`src/rtl/vending_credit_ctrl.sv`:
```
// Credit/settlement controller: sums coin pulses into credit, runs a req/ack vend
// handshake at PRICE, then pays back leftover or cancelled credit one nickel at a time.
module vending_credit_ctrl #(
    parameter int unsigned PRICE    = 4,
    parameter int unsigned CREDIT_W = 4
) (
    input  logic                clock,
    input  logic                reset,
    input  logic                nickel,
    input  logic                dime,
    input  logic                quarter,
    input  logic                cancel,
    output logic                vend_req,
    input  logic                vend_ack,
    output logic                change_valid,
    input  logic                change_ready,
    output logic                coin_reject,
    output logic [CREDIT_W-1:0] credit,
    output logic                busy
);

    localparam int unsigned SUM_W = CREDIT_W + 3;
    localparam logic [SUM_W-1:0]    CREDIT_MAX = SUM_W'((1 << CREDIT_W) - 1);
    localparam logic [SUM_W-1:0]    PRICE_S    = SUM_W'(PRICE);
    localparam logic [CREDIT_W-1:0] PRICE_C    = CREDIT_W'(PRICE);
    localparam logic [CREDIT_W-1:0] ONE_C      = CREDIT_W'(1);

    typedef enum logic [1:0] {
        COLLECT,
        VEND,
        CHANGE
    } state_t;

    state_t           state;
    logic             coin_any;
    logic [3:0]       coin_val;
    logic [SUM_W-1:0] sum;

    // Coin value and prospective credit, wide enough that overflow is visible
    always_comb begin
        coin_any = nickel | dime | quarter;
        coin_val = {3'b000, nickel} + {2'b00, dime, 1'b0} + {1'b0, quarter, 1'b0, quarter};
        sum      = SUM_W'(credit) + SUM_W'(coin_val);
    end

    always_ff @(posedge clock) begin
        if (reset) begin
            state        <= COLLECT;
            credit       <= '0;
            vend_req     <= 1'b0;
            change_valid <= 1'b0;
            coin_reject  <= 1'b0;
            busy         <= 1'b0;
        end else begin
            coin_reject <= 1'b0;
            case (state)
                COLLECT: begin
                    if (cancel) begin
                        coin_reject <= coin_any;
                        if (credit != '0) begin
                            state        <= CHANGE;
                            change_valid <= 1'b1;
                            busy         <= 1'b1;
                        end
                    end else if (coin_any) begin
                        // Coins are all-or-nothing: refuse the whole cycle on overflow
                        if (sum > CREDIT_MAX) begin
                            coin_reject <= 1'b1;
                        end else begin
                            credit <= CREDIT_W'(sum);
                            if (sum >= PRICE_S) begin
                                state    <= VEND;
                                vend_req <= 1'b1;
                                busy     <= 1'b1;
                            end
                        end
                    end
                end
                VEND: begin
                    coin_reject <= coin_any;
                    if (vend_ack) begin
                        vend_req <= 1'b0;
                        credit   <= credit - PRICE_C;
                        if (credit != PRICE_C) begin
                            state        <= CHANGE;
                            change_valid <= 1'b1;
                        end else begin
                            state <= COLLECT;
                            busy  <= 1'b0;
                        end
                    end
                end
                CHANGE: begin
                    coin_reject <= coin_any;
                    if (change_ready) begin
                        if (credit <= ONE_C) begin
                            credit       <= '0;
                            state        <= COLLECT;
                            change_valid <= 1'b0;
                            busy         <= 1'b0;
                        end else begin
                            credit <= credit - ONE_C;
                        end
                    end
                end
                default: begin
                    state        <= COLLECT;
                    vend_req     <= 1'b0;
                    change_valid <= 1'b0;
                    busy         <= 1'b0;
                end
            endcase
        end
    end

endmodule

```
`config.mk`:
```
export PLATFORM = sky130hd
export DESIGN_NAME = vending_credit_ctrl
export DESIGN_NICKNAME = d
export VERILOG_FILES = /design/src/rtl/vending_credit_ctrl.sv
export SDC_FILE = /design/constraint.sdc
export NUM_CORES = 1
export LEC_CHECK = 0
export CAP_MARGIN = 0
export CORE_MARGIN = 5
export CORE_UTILIZATION = 61
export CTS_CLUSTER_DIAMETER = 40
export DETAILED_ROUTE_END_ITERATION = 6
export DONT_BUFFER_PORTS = 1
export PLACE_DENSITY_LB_ADDON = 0.15
export RECOVER_POWER = 25
export SLEW_MARGIN = 10
export SYNTH_ARGS = -nofsm -noshare
export SYNTH_HDL_FRONTEND = slang
export SYNTH_SLANG_ARGS = --single-unit
export TNS_END_PERCENT = 1
```
`constraint.sdc`:
```
create_clock -name clock -period 2.6 [get_ports clock]
set_input_delay 0.52 -clock clock [delete_from_list [all_inputs] [get_ports clock]]
set_output_delay 0.52 -clock clock [all_outputs]
set_load 0.03 [all_outputs]
```
==> out/results.ini, run 1 <==
[outcome]
status = finished clean

[synth]
ys_warn_count = 0
synthFlopType = dfxtp_1
synth_cell_types = 38
yosysTopAreaCellShare_pct = 21.80
ys_ff_latch = 10
synth_area_leaders = dfxtp_1 22%, ha_1 15%, inv_1 5.7%, a31oi_1 4.8%, fa_1 4.4%
synth_edf_count = 0
yosysSeqAreaShare_pct = 21.80
yosysTopAreaCell = dfxtp_1
syn_inst = 113
synth.avg_cell_area_um2 = 8.127
synth_area_um2 = 918.4
synthArstFlopShare_pct = 0
syn-num-nets = 134

[cells_and_area]
n_antenna_cell = 0
drive_above_1_share_pct = 11.86
multiInputGateArea_um2 = 653.1
fillers = 136
seq_area_um2 = 200.2
finish.utilization_pct = 67.43
area_growth_pct = 8.038
num-nets-final = 140

[global_routing]
grt_pass1_vias = 817
grt_max_degree = 11
met3_usage_pct = 7.951
top_usage_layer = met2
grt-ovfl-total = 0
antenna_found_initial = 0
grt_pass1_wl_um = 3705
gr-usage-all-layers_pct = 19.08
use_met2_pct = 30.87
met1_usage_pct = 22.95

[timing]
setup_tns_ns = 0
max-slew-margin-rel_pct = 62.60
rsz0062_at_grt = false
fin_ws_ns = 0.3912
fmax_ghz = 0.4527
drv_slew = 0
setup_viol = 0
worst_slew_pin_slew_ns = 0.5567
clock_skew_ns = 0.0004003
hold_viol_final = 0
layout_min_cycle_time_ns = 2.209
post-route-period-util_pct = 84.95
hold_ws_ns = 0.3162

[clock_network]
cts_resized = 0
h-tree-depth = 1
cts_root_buffer = clkbuf_4
clk_latency_ns = 0.27
cts-hold-fix-buffers = 0
clk_pin_slew_worst_paths_ns = 0.06
cts_buffers = 3
cts_setup_buffers = 0
cts_tree = built
cts_num_sinks = 10
cts_max_path_buffers = 2

[pwr]
leakage_nw = 0.4251
power_mw = 1.164
powerDensity_nw_per_um2 = 1173
ir_worst_vdd_mv = 0.7707

[placed_design]
io_buffer_count = 0
pre_cts_slack_ns = 0.1975
gp_congestion = 0.7967
post-dp-hpwl_um = 1641

[route]
routedWlPerCell_um = 15.96
first_iter_violations = 33
firstDrtPassIters = 4
drc_errors = 0
totalWireLength_um = 2138
vias_per_cell = 6.306
ant_nets = 0
vias = 845

[worst_setup_path]
cp.required_ns = 2.78
cp-end-kind = flip-flop
cpMaxStageDelayCell = fa_1
crit_path_max_fanout = 3
arrival_ns = 2.39
cpLargestDelayFamily = compound AO/OA/AOI/OAI gates
path_buf_inv = 1
setup.worst_path.class = flip-flop to flip-flop
startpoint_type = flip-flop
path_cells = fa_1, inv_1, fa_1, nor4b_2, a31oi_1, or2_1, a31oi_1, a311oi_1
slowest_delay_ns = 0.41

[floorplanning]
die_area_um2 = 2381
rows = 14
dieWidth_um = 48.80
die_h_um = 48.80
coreArea_um2 = 1471
boundaryPins = 16
start_util_pct = 62.41

[job]
max_cap_viol_count = 0

[worst_hold_path]
hold_path.class = primary input to flip-flop

registers in the layout, summed over array words and instances (netlist names):
register and flops:
change_valid 1, busy 1, coin_reject 1, state 2
credit 4, vend_req 1
synth_stat cells (all sizes together), types with 2 or more instances:
cell and count:
nor2b 4, nand2 9, a21oi 7, inv 14
nor3 8, a311oi 3, a31oi 7, o21ai 2
ha 11, clkbuf 2, or2 2, a21boi 2
nand3 2, nor2 6, nand2b 2, fa 2
dfxtp 10
kinds of logic (layout without fill, tap and decap cells):
family          after synthesis  in the layout  share of synthesized area, %
fa+ha+maj                    13             13                         19.35
compound gates               32             32                         26.02
simple gates                 38             38                         22.75
xor+xnor                      2              2                         1.908
mux                           1              1                         1.090
buf+inv                      17             22                         7.084
flops                        10             10                         21.80
stage by stage:
stage,std cells,cell area (um2)
floorplan,113,918.4
global placement,130,955.9
detailed placement,130,955.9
CTS,134,992.2
global route,134,992.2
finish,134,992.2
metal layers:
| metal | share of wire (%) | wire, um |
|---|---|---|
| met2 | 48 | 1019 |
| met5 | 0 | 0 |
| met4 | 1.4 | 30 |
| met3 | 7.8 | 167 |
| met1 | 43 | 920 |
final cells by class:
type	instances	area share, %
multi-input cells	86	65.83
well taps	16	2.018
repair buffers	4	3.026
clock buffers	4	3.657
flip-flops and latches	10	20.18
inverters	14	5.296
cells in the final DEF, fill, tap and decap left out, drive strengths merged, types with 3 or more instances in the layout:
cell    count
buf         4
clkbuf      4
nand2       9
dfxtp      10
nor2        6
nor3        8
inv        14
a31oi       7
ha         11
nor2b       4
a311oi      3
a21oi       7
power by group:
group | leakage [nW] | internal, mW | switching [mW] | total, mW
Sequential | 0.0827 | 0.206 | 0.0805 | 0.287
Clock | 0.0210 | 0.0851 | 0.0539 | 0.139
Combinational | 0.321 | 0.301 | 0.437 | 0.738
path summary, 6_finish.rpt:
check,start,end,slack (ns),depth (start not counted)
max,credit[0]$_SDFFE_PP0P_,state[1]$_SDFFE_PP0P_,0.39,8
min,reset,state[1]$_SDFFE_PP0P_,0.32,1
max reg2reg,credit[0]$_SDFFE_PP0P_,state[1]$_SDFFE_PP0P_,0.39,8
min reg2reg,state[0]$_SDFFE_PP0P_,state[0]$_SDFFE_PP0P_,0.56,2
worst register-to-register path, cell delays in order, from the launching register on:
cell and delay (ns):
dfxtp_1 0.35, fa_1 0.21, inv_1 0.06, fa_1 0.41, nor4b_2 0.18, a31oi_1 0.32, or2_1 0.22, a31oi_1 0.12
a311oi_1 0.24
Power figures use the tool's default switching activity.
==> inputs of run 2 (changes only) <==
--- a/config.mk
+++ b/config.mk
@@ -7,7 +7,7 @@
 export LEC_CHECK = 0
 export CAP_MARGIN = 0
 export CORE_MARGIN = 5
-export CORE_UTILIZATION = 61
+export CORE_UTILIZATION = 55
 export CTS_CLUSTER_DIAMETER = 40
 export DETAILED_ROUTE_END_ITERATION = 6
 export DONT_BUFFER_PORTS = 1
==> constraint.sdc (replaced) <==
create_clock -name clock -period 1.87 [get_ports clock]
set_input_delay 0.374 -clock clock [delete_from_list [all_inputs] [get_ports clock]]
set_output_delay 0.374 -clock clock [all_outputs]
set_load 0.03 [all_outputs]
==> out/results.ini, run 2 (synthesis gave the netlist of run 1 again) <==
[outcome]
status = finished, violations left
violations = setup timing

[clock_network]
cts_tree = built
clk_latency_ns = 0.27
clk_pin_slew_worst_paths_ns = 0.08
cts_root_buffer = clkbuf_4
cts_buffers = 3
h-tree-depth = 1
cts_num_sinks = 10
cts_max_path_buffers = 2

[worst_setup_path]
startpoint = credit[0]$_SDFFE_PP0P_
path_buf_inv = 3
cpMaxStageDelayCell = dfxtp_4
arrival_ns = 2.28
path_cells = fa_2, inv_2, fa_2, nor2b_2, o21a_2, o31ai_4, buf_6, buf_4, a31oi_1, nor3_1
crit_cells = 10
cpLargestDelayFamily = compound AO/OA/AOI/OAI gates
setup.worst_path.class = flip-flop to flip-flop
cp.required_ns = 2.07
startpoint_type = flip-flop
crit_top_cell = fa_2
reg2reg_from = credit[0]$_SDFFE_PP0P_
worstReg2RegEnd = vend_req$_SDFFE_PP0P_
ff2ff_setup_slack_ns = -0.21
cp-end-kind = flip-flop
slowest_delay_ns = 0.35
crit_path_max_fanout = 5
rr_worst_depth = 10
critical_path.endpoint = vend_req$_SDFFE_PP0P_

[cells_and_area]
largest_register_ffs = 4
top_regs = credit (4), state (2)
layout_commonest_cell = buf_4
drive_above_1_share_pct = 32.33
area_growth_pct = 28.07
n_antenna_cell = 0
num-nets-final = 155
top_register = credit
fin_area_um2 = 1176
finish.utilization_pct = 76.30
layout_common_cells = 17 x buf_4, 13 x inv_1, 11 x ha_1

[global_routing]
grt_pass1_wl_um = 4167
antenna_found_initial = 0
grt_max_degree = 11
grt-ovfl-total = 0
gr-usage-all-layers_pct = 20.85
grt_pass1_vias = 928

[route]
totalWireLength_um = 2538
first_iter_violations = 42
drc_errors = 0
ant_nets = 0
routedWlPerCell_um = 17.03
vias_per_cell = 6.436
firstDrtPassIters = 4
vias = 959

[timing]
clock_skew_ns = 0.006874
drv_slew = 0
layout_min_cycle_time_ns = 2.084
max-slew-margin-rel_pct = 61.95
hold_viol_final = 0
setup_viol = 9
hold_ws_ns = 0.1576
worst_slew_pin_slew_ns = 0.5663
fin_ws_ns = -0.2136
rsz0062_at_grt = true
post-route-period-util_pct = 111.4
fmax_ghz = 0.4799

[placed_design]
dpl_cell_area_um2 = 1049
gp_congestion = 0.8056
post-dp-hpwl_um = 1815
io_buffer_count = 0

[floorplanning]
die_area_um2 = 2587
boundaryPins = 16
dieWidth_um = 50.86
rows = 14
die_h_um = 50.86
start_util_pct = 59.58
coreArea_um2 = 1541

[worst_hold_path]
min-delay-start = reset
hold_path.class = primary input to flip-flop

[pwr]
powerDensity_nw_per_um2 = 1630
leakage_nw = 0.5096
ir_worst_vdd_mv = 1.035
power_mw = 1.917

[job]
max_cap_viol_count = 0

## run 2: repair_timing
item | in CTS | in global routing
pin swaps | 2 | 9
resized for setup | 2 | 12
setup endpoints to repair | 9 | 10
hold buffers | 0 | 0
setup buffers | 0 | 3
cloned | 0 | 1
## run 2: report_power, final
| part | internal [mW] | switching, mW | leakage (nW) | total (mW) |
|---|---|---|---|---|
| clock network | 0.118 | 0.0873 | 0.0210 | 0.206 |
| registers | 0.293 | 0.109 | 0.0841 | 0.402 |
| logic | 0.589 | 0.720 | 0.405 | 1.31 |
| total | 1.00 | 0.917 | 0.510 | 1.92 |
## run 2: worst min path at each step
| stage | endpoint | slack (ns) | cells past startpoint |
|---|---|---|---|
| after floorplan | state[0]$_SDFFE_PP0P_ | 0.52 | 2 |
| after global placement | credit[0]$_SDFFE_PP0P_ | 0.44 | 1 |
| after detailed placement | credit[0]$_SDFFE_PP0P_ | 0.44 | 1 |
| after CTS | credit[0]$_SDFFE_PP0P_ | 0.15 | 1 |
| after global routing | credit[3]$_SDFFE_PP0P_ | 0.14 | 1 |
| final | credit[2]$_SDFFE_PP0P_ | 0.16 | 1 |
## run 2: per-layer routing
layer	track usage, %	up-vias	part of all wire, %
li1	-	448	-
met1	25.58	435	40
met2	31.61	63	48
met3	7.267	13	9.8
met4	11.49	0	3.1
met5	0	-	0
## run 2: area by class of cell
class,count,area [um2]
Sequential cell,10,206.4
Fill cell,118,365.4
Multi-Input combinational cell,86,716.9
Timing Repair Buffer,19,143.9
Tap cell,16,20.02
Clock buffer,4,36.28
Inverter,14,52.55
## run 2: through the flow
stage	cells	setup TNS, ns	worst slack (ns)
after floorplan	113	-0.8785	-0.1434
after global placement	141	-1.193	-0.1768
after detailed placement	141	-1.764	-0.2531
after CTS	145	-1.171	-0.1868
after global routing	149	-2.335	-0.3011
final	149	-1.414	-0.2136
==> inputs of run 3 (changes only) <==
--- a/config.mk
+++ b/config.mk
@@ -5,7 +5,7 @@
 export SDC_FILE = /design/constraint.sdc
 export NUM_CORES = 1
 export LEC_CHECK = 0
-export CAP_MARGIN = 0
+export CAP_MARGIN = 15
 export CORE_MARGIN = 5
 export CORE_UTILIZATION = 55
 export CTS_CLUSTER_DIAMETER = 40
==> results of run 3 <==
Same layout as run 2: the final DEF is identical, and so are final timing and power.
